===== config.mk =====
export PLATFORM = sky130hd
export DESIGN_NAME = comm_cmd_responder
export DESIGN_NICKNAME = d
export VERILOG_FILES = /design/src/rtl/comm_cmd_pkg.sv /design/src/rtl/uart_tx_byte.sv /design/src/rtl/comm_cmd_responder.sv
export SDC_FILE = /design/constraint.sdc
export NUM_CORES = 1
export LEC_CHECK = 0
export ABC_AREA = 1
export BUFFER_PORTS_ARGS = -buffer_cell sky130_fd_sc_hd__buf_4
export CORE_MARGIN = 3
export CORE_UTILIZATION = 35
export CTS_BUF_LIST = sky130_fd_sc_hd__clkbuf_4 sky130_fd_sc_hd__clkbuf_8
export DETAILED_ROUTE_END_ITERATION = 10
export GPL_TIMING_DRIVEN = 0
export SYNTH_ARGS = -nofsm -noshare
export SYNTH_HDL_FRONTEND = slang
export SYNTH_HIERARCHICAL = 1
export SYNTH_SLANG_ARGS = --single-unit

===== constraint.sdc =====
create_clock -name clk -period 2.1 [get_ports clk]
set_input_delay 0.42 -clock clk [delete_from_list [all_inputs] [get_ports clk]]
set_output_delay 0.42 -clock clk [all_outputs]
set_load 0.02 [all_outputs]

===== src/rtl/comm_cmd_pkg.sv =====
// rtl/comm_cmd_pkg.sv - shared states, header byte and frame-length constants; CMD_CHECKSUM_EN adds a checksum byte
package comm_cmd_pkg;

  typedef enum logic [1:0] {
    S_IDLE   = 2'd0,
    S_SEND   = 2'd1,
    S_WAITTX = 2'd2,
    S_GUARD  = 2'd3
  } state_e;

  localparam logic [7:0] HEADER_BYTE = 8'hA5;

  // Serial bits per byte on the wire: start, 8 data, stop.
  localparam int FRAME_BITS = 10;

`ifdef CMD_CHECKSUM_EN
  localparam int FRAME_BYTES = 3;
`else
  localparam int FRAME_BYTES = 2;
`endif

  function automatic logic [7:0] code_byte(input logic [2:0] cmd);
    return {5'b00000, cmd};
  endfunction

  // Byte idx of the frame for a given command: header, code, then checksum.
  function automatic logic [7:0] frame_byte(input logic [1:0] idx, input logic [2:0] cmd);
    case (idx)
      2'd0:    return HEADER_BYTE;
      2'd1:    return code_byte(cmd);
      default: return HEADER_BYTE ^ code_byte(cmd);
    endcase
  endfunction

endpackage


===== src/rtl/uart_tx_byte.sv =====
// rtl/uart_tx_byte.sv - 8N1 byte serializer; done fires one cycle early so the next byte can follow without a gap
module uart_tx_byte #(
  parameter int CLK_DIV = 434
) (
  input  logic       clk,
  input  logic       rst,
  input  logic       load,
  input  logic [7:0] data,
  output logic       tx,
  output logic       busy,
  output logic       done
);
  import comm_cmd_pkg::*;

  localparam int FRAME_CYC = FRAME_BITS * CLK_DIV;
  localparam int CW = $clog2(FRAME_CYC);
  localparam int DW = (CLK_DIV > 1) ? $clog2(CLK_DIV) : 1;

  logic          busy_q, busy_d;
  logic [9:0]    shift_q, shift_d;
  logic [CW-1:0] cyc_q, cyc_d;
  logic [DW-1:0] div_q, div_d;
  logic          last_cycle;
  logic          accept;

  // A new byte may be accepted while idle or during the final stop-bit cycle.
  assign last_cycle = busy_q && (cyc_q == CW'(FRAME_CYC - 1));
  assign accept     = load && (!busy_q || last_cycle);
  assign done       = busy_q && (cyc_q == CW'(FRAME_CYC - 2));
  assign busy       = busy_q;
  assign tx         = busy_q ? shift_q[0] : 1'b1;

  // Bit timing: shift the frame out LSB first, one bit every CLK_DIV cycles.
  always_comb begin
    busy_d  = busy_q;
    shift_d = shift_q;
    cyc_d   = cyc_q;
    div_d   = div_q;
    if (accept) begin
      busy_d  = 1'b1;
      shift_d = {1'b1, data, 1'b0};
      cyc_d   = '0;
      div_d   = '0;
    end else if (busy_q) begin
      if (last_cycle) begin
        busy_d  = 1'b0;
        shift_d = '1;
        cyc_d   = '0;
        div_d   = '0;
      end else begin
        cyc_d = cyc_q + CW'(1);
        if (div_q == DW'(CLK_DIV - 1)) begin
          div_d   = '0;
          shift_d = {1'b1, shift_q[9:1]};
        end else begin
          div_d = div_q + DW'(1);
        end
      end
    end
  end

  // Serializer registers with synchronous active-low reset.
  always_ff @(posedge clk) begin
    if (!rst) begin
      busy_q  <= 1'b0;
      shift_q <= '1;
      cyc_q   <= '0;
      div_q   <= '0;
    end else begin
      busy_q  <= busy_d;
      shift_q <= shift_d;
      cyc_q   <= cyc_d;
      div_q   <= div_d;
    end
  end

endmodule


===== src/rtl/comm_cmd_responder.sv =====
// rtl/comm_cmd_responder.sv - command-to-serial-frame responder with busy guard; CMD_CHECKSUM_EN selects 3-byte frames
module comm_cmd_responder #(
  parameter int CLK_DIV      = 434,
  parameter int GUARD_CYCLES = 2000
) (
  input  logic       clk,
  input  logic       rst,
  input  logic       start,
  input  logic [2:0] command_1,
  output logic       ready_command,
  output logic       bussyComunicaciones,
  output logic       tx
);
  import comm_cmd_pkg::*;

  localparam int GW = (GUARD_CYCLES > 0) ? $clog2(GUARD_CYCLES + 1) : 1;

  state_e        state_q, state_d;
  logic          start_q, start_d;
  logic [2:0]    cmd_q, cmd_d;
  logic          ready_q, ready_d;
  logic          busy_q, busy_d;
  logic [1:0]    byte_idx_q, byte_idx_d;
  logic          tail_q, tail_d;
  logic [GW-1:0] guard_q, guard_d;

  logic          byte_load;
  logic [7:0]    byte_data;
  logic          byte_busy;
  logic          byte_done;
  logic          launch;

  // A launch needs a rising start or a command different from the last one launched.
  assign launch = (state_q == S_IDLE) && start && (!start_q || (command_1 != cmd_q)) && !byte_busy;
  assign byte_data = frame_byte(byte_idx_q, cmd_q);

  assign ready_command       = ready_q;
  assign bussyComunicaciones = busy_q;

  uart_tx_byte #(
    .CLK_DIV(CLK_DIV)
  ) u_tx (
    .clk  (clk),
    .rst  (rst),
    .load (byte_load),
    .data (byte_data),
    .tx   (tx),
    .busy (byte_busy),
    .done (byte_done)
  );

  // Frame sequencing: launch, feed bytes back-to-back, release ready, then hold busy for the guard.
  always_comb begin
    state_d    = state_q;
    start_d    = start;
    cmd_d      = cmd_q;
    ready_d    = ready_q;
    busy_d     = busy_q;
    byte_idx_d = byte_idx_q;
    tail_d     = tail_q;
    guard_d    = guard_q;
    byte_load  = 1'b0;
    case (state_q)
      S_IDLE: begin
        if (launch) begin
          state_d    = S_SEND;
          cmd_d      = command_1;
          ready_d    = 1'b0;
          busy_d     = 1'b1;
          byte_idx_d = '0;
          tail_d     = 1'b0;
        end
      end
      S_SEND: begin
        // Commands 4-7 carry no frame: one cycle of not-ready, then straight to the guard.
        if (cmd_q[2]) begin
          state_d = S_GUARD;
          ready_d = 1'b1;
          guard_d = GW'(GUARD_CYCLES);
        end else begin
          byte_load = 1'b1;
          state_d   = S_WAITTX;
        end
      end
      S_WAITTX: begin
        // done comes one cycle before the stop bit ends; tail_q covers that final cycle.
        if (tail_q) begin
          tail_d  = 1'b0;
          state_d = S_GUARD;
          ready_d = 1'b1;
          guard_d = GW'(GUARD_CYCLES);
        end else if (byte_done) begin
          if (byte_idx_q == 2'(FRAME_BYTES - 1)) begin
            tail_d = 1'b1;
          end else begin
            byte_idx_d = byte_idx_q + 2'd1;
            state_d    = S_SEND;
          end
        end
      end
      S_GUARD: begin
        if (guard_q <= GW'(1)) begin
          state_d = S_IDLE;
          busy_d  = 1'b0;
          guard_d = '0;
        end else begin
          guard_d = guard_q - GW'(1);
        end
      end
      default: state_d = S_IDLE;
    endcase
  end

  // Handshake and sequencer registers with synchronous active-low reset.
  always_ff @(posedge clk) begin
    if (!rst) begin
      state_q    <= S_IDLE;
      start_q    <= 1'b0;
      cmd_q      <= 3'd0;
      ready_q    <= 1'b1;
      busy_q     <= 1'b0;
      byte_idx_q <= '0;
      tail_q     <= 1'b0;
      guard_q    <= '0;
    end else begin
      state_q    <= state_d;
      start_q    <= start_d;
      cmd_q      <= cmd_d;
      ready_q    <= ready_d;
      busy_q     <= busy_d;
      byte_idx_q <= byte_idx_d;
      tail_q     <= tail_d;
      guard_q    <= guard_d;
    end
  end

endmodule


==> results.md <==
* Die X-Extent at a little over 100 µm
* Peak supply drop at 0.000619 V
* WL final at 6420 µm
* Most used flip-flop cell after synthesis: dfxtp_1
* Final setup viols at 0
* DR WL/cell at between 10 and 15 µm
* Post-route clock period utilization at 0.906
* Share of the synthesized area in the top cell type at 0.335
* Worst EP arrival at around 1500 ps
* Multi-input gate area at 0.00191 mm²
* PortBufs at 8
* Setup repair after global routing missed its margin: no
* Required time of the critical path at 1680 ps
* Area of the die at ~0.010 mm²
* Register area share after synthesis at 0.335
* CTS max path bufs at 2
* Flop2flop setup slack at approximately 220 ps
* Cell Pwr Density at 1250 mW/mm²
* Post-DP HPWL at roughly 4800 µm
* Status: completed
* CTS root buf: clkbuf_8
* Vias per cell at about 4.8
* FF-to-FF Start: u_tx/cyc_q[9]
* Setup Skew at approximately 5.7 ps
* Router iterations before antenna repair at 4
* Pin count of the biggest net entering global routing at 18
* Crit path max fanout at 14
* CTS clk-pin slew, worst paths at approximately 100 ps
* Worst hold endpoint: start_q
* Worst Setup End Kind: primary output
* Initial Util at 0.365
* Distinct cells, synth at 41
* DRC at 0
* Inserted Diodes at 0
* Cell taking the most area after synthesis: dfxtp_1
* Post-synth EDFFs at 0
* Setup repair bufs after CTS at 0
* Antenna violations before repair at 0
* Top post-synthesis cells by area: dfxtp_1, nand2_1, nor2_1
* Area of the core at about 0.0088 mm²
* Layout cells sized above 1 at 0.151
* Synth cell count leaders: nand2_1, dfxtp_1, nor2_1
* Register area at 0.00108 mm²
* TritonCTS clock tree: yes
* Type of the worst setup path: flip-flop to primary output
* Async set-or-reset flop fraction in the synthesized netlist at 0
* Area growth syn-to-layout at 10.2%
* Row Count at 34
* Crit Reg-Reg Endpoint: byte_idx_q[0]
* FF-to-FF path depth at 12
* Hold Path Class: input port to flip-flop
* Synth Warn # at 6
* Synth Instances at ~450
* Vias in the first global route at about 2,500
* Filler Cell Count at 935
* Mapped Area at ~0.0032 mm²
* Clock Sinks at 54
* Syn avg cell area at around 7.2 µm²
* Overflow after GRT at 0
* Crit-path slowest cell: dfxtp_1
* Final critical-path required period at 1900 ps
* # IOs at 9
* Worst Hold Launch: start
* DR vias at between 2,000 and 3,000
* Cells along the critical path: buf_6 > inv_2 > or2_2 > buf_4
* Final hold vios at 0
* GR Util All Layers at 0.129
* TNS Setup at 0 ps
* Worst hold path depth at 3
* H-tree Lvls at 2
* First-pass GRT wire length at 11,100 µm
* Dominant cell by count in the synthesized netlist: nand2_1
* Crit path largest cell delay at 390 ps
* Seq cells post-synth at 54
* Antenna-violating nets left at 0
* Max-cap violation count at 0
* Achievable Freq at around 0.53 GHz
* Iter 0 DRT Violations at 75
* Pleak at around 1.5 nW
* Final nets at 483
* Die Y at 102 µm
* Final Total Pwr at about 4.4 mW
* GP Congestion at 0.824
* Crit start category: flip-flop
* Clock Latency Late Sink at around 310 ps
* CTS buffer count at 5
* Final slew viol count at 0
-- worst max-delay path: cells and delay by family, from the launching register on --
kind	cells	cell delay, ps
AND/OR/NAND/NOR	1	300
flip-flops	1	390
buffers and inverters	3	480
-- metal layers --
layer	up-vias	routed length [µm]	track usage
li1	1472	-	-
met1	1243	3280	0.175
met2	28	2920	0.209
met3	7	160	0.0239
met4	0	61	0.0353
met5	-	0	0
-- sequential cells by signal, summed over array words and instances (netlist names), 2 cells and up --
signal / cells
byte_idx_q: 2
cmd_q: 3
guard_q: 11
state_q: 2
u_tx/cyc_q: 13
u_tx/div_q: 9
u_tx/shift_q: 9
-- layout by cell type, fill, tap and decap left out, types with 2 or more instances in the layout --
master | synthesis | final
a21oi_1 | 33 | 33
clkbuf_8 | 0 | 5
nand3b_1 | 18 | 18
o21ai_2 | 2 | 2
o21ai_1 | 7 | 7
inv_1 | 42 | 42
nand2_1 | 97 | 97
nand3_1 | 27 | 27
nor2_4 | 2 | 2
nand4_1 | 7 | 7
nor2_1 | 54 | 54
a21oi_2 | 2 | 2
nand2_4 | 7 | 7
nor2_2 | 14 | 14
buf_6 | 2 | 2
nor3_1 | 6 | 6
clkinvlp_4 | 0 | 2
buf_4 | 0 | 8
conb_1 | 1 | 3
nand3_2 | 4 | 4
xnor2_1 | 6 | 6
ha_1 | 14 | 14
xor2_1 | 9 | 9
nand2_2 | 3 | 3
dfxtp_1 | 54 | 54
or2_2 | 3 | 3
o21ai_0 | 10 | 10
inv_2 | 6 | 6
-- power by group --
group | leakage (nW) | switching [mW] | internal (mW)
combinational | 0.975 | 1.39 | 0.841
sequential | 0.441 | 0.212 | 1.28
clock | 0.0504 | 0.358 | 0.355
total | 1.47 | 1.96 | 2.48
-- cell families (layout without fill, tap and decap cells) --
| family | Yosys count | after routing | share of synthesized area |
|---|---|---|---|
| buf+inv | 56 | 71 | 0.0798 |
| xor+xnor | 15 | 15 | 0.0407 |
| compound gates | 59 | 59 | 0.100 |
| simple gates | 248 | 248 | 0.389 |
| fa+ha+maj | 14 | 14 | 0.0543 |
| other cells | 1 | 3 | 0.00116 |
| flops | 54 | 54 | 0.335 |
-- worst max path at each step --
stage,startpoint,to,slack [ps],cells after the start
floorplan,u_tx/cyc_q[9],byte_idx_q[0],460,12
CTS,u_tx/cyc_q[9],byte_idx_q[0],150,12
global placement,u_tx/cyc_q[8],byte_idx_q[0],70,12
finish,u_tx/busy,tx,200,4
global route,u_tx/cyc_q[9],byte_idx_q[0],5,12
detailed placement,u_tx/cyc_q[9],byte_idx_q[0],3,12
-- per-stage QoR --
step | hold slack (ps) | util | instance area [µm²] | cells | worst slack (ps)
floorplan | 424 | - | 3240 | 449 | 463
global placement | 433 | 0.388 | 3430 | 565 | 73.7
detailed placement | 441 | 0.388 | 3430 | 565 | 2.69
CTS | 298 | 0.401 | 3550 | 572 | 150
global route | 311 | 0.402 | 3560 | 572 | 4.56
finish | 305 | 0.402 | 3560 | 572 | 197
-- what timing repair did --
action / in CTS / in global routing
hold buffers: 0 / 0
resized for setup: 1 / 1
setup endpoints to repair: 2 / 2
hold endpoints to repair: 0 / 0
-- final cells by class --
class	instances	area share
Buffer	5	0.0172
Clock buffer	5	0.0194
Clock inverter	3	0.0127
Inverter	50	0.0542
Multi-Input combinational cell	339	0.538
Sequential cell	54	0.304
Tap cell	108	0.0380
Timing Repair Buffer	8	0.0169
Note: power is estimated with default switching activity, not from simulation.
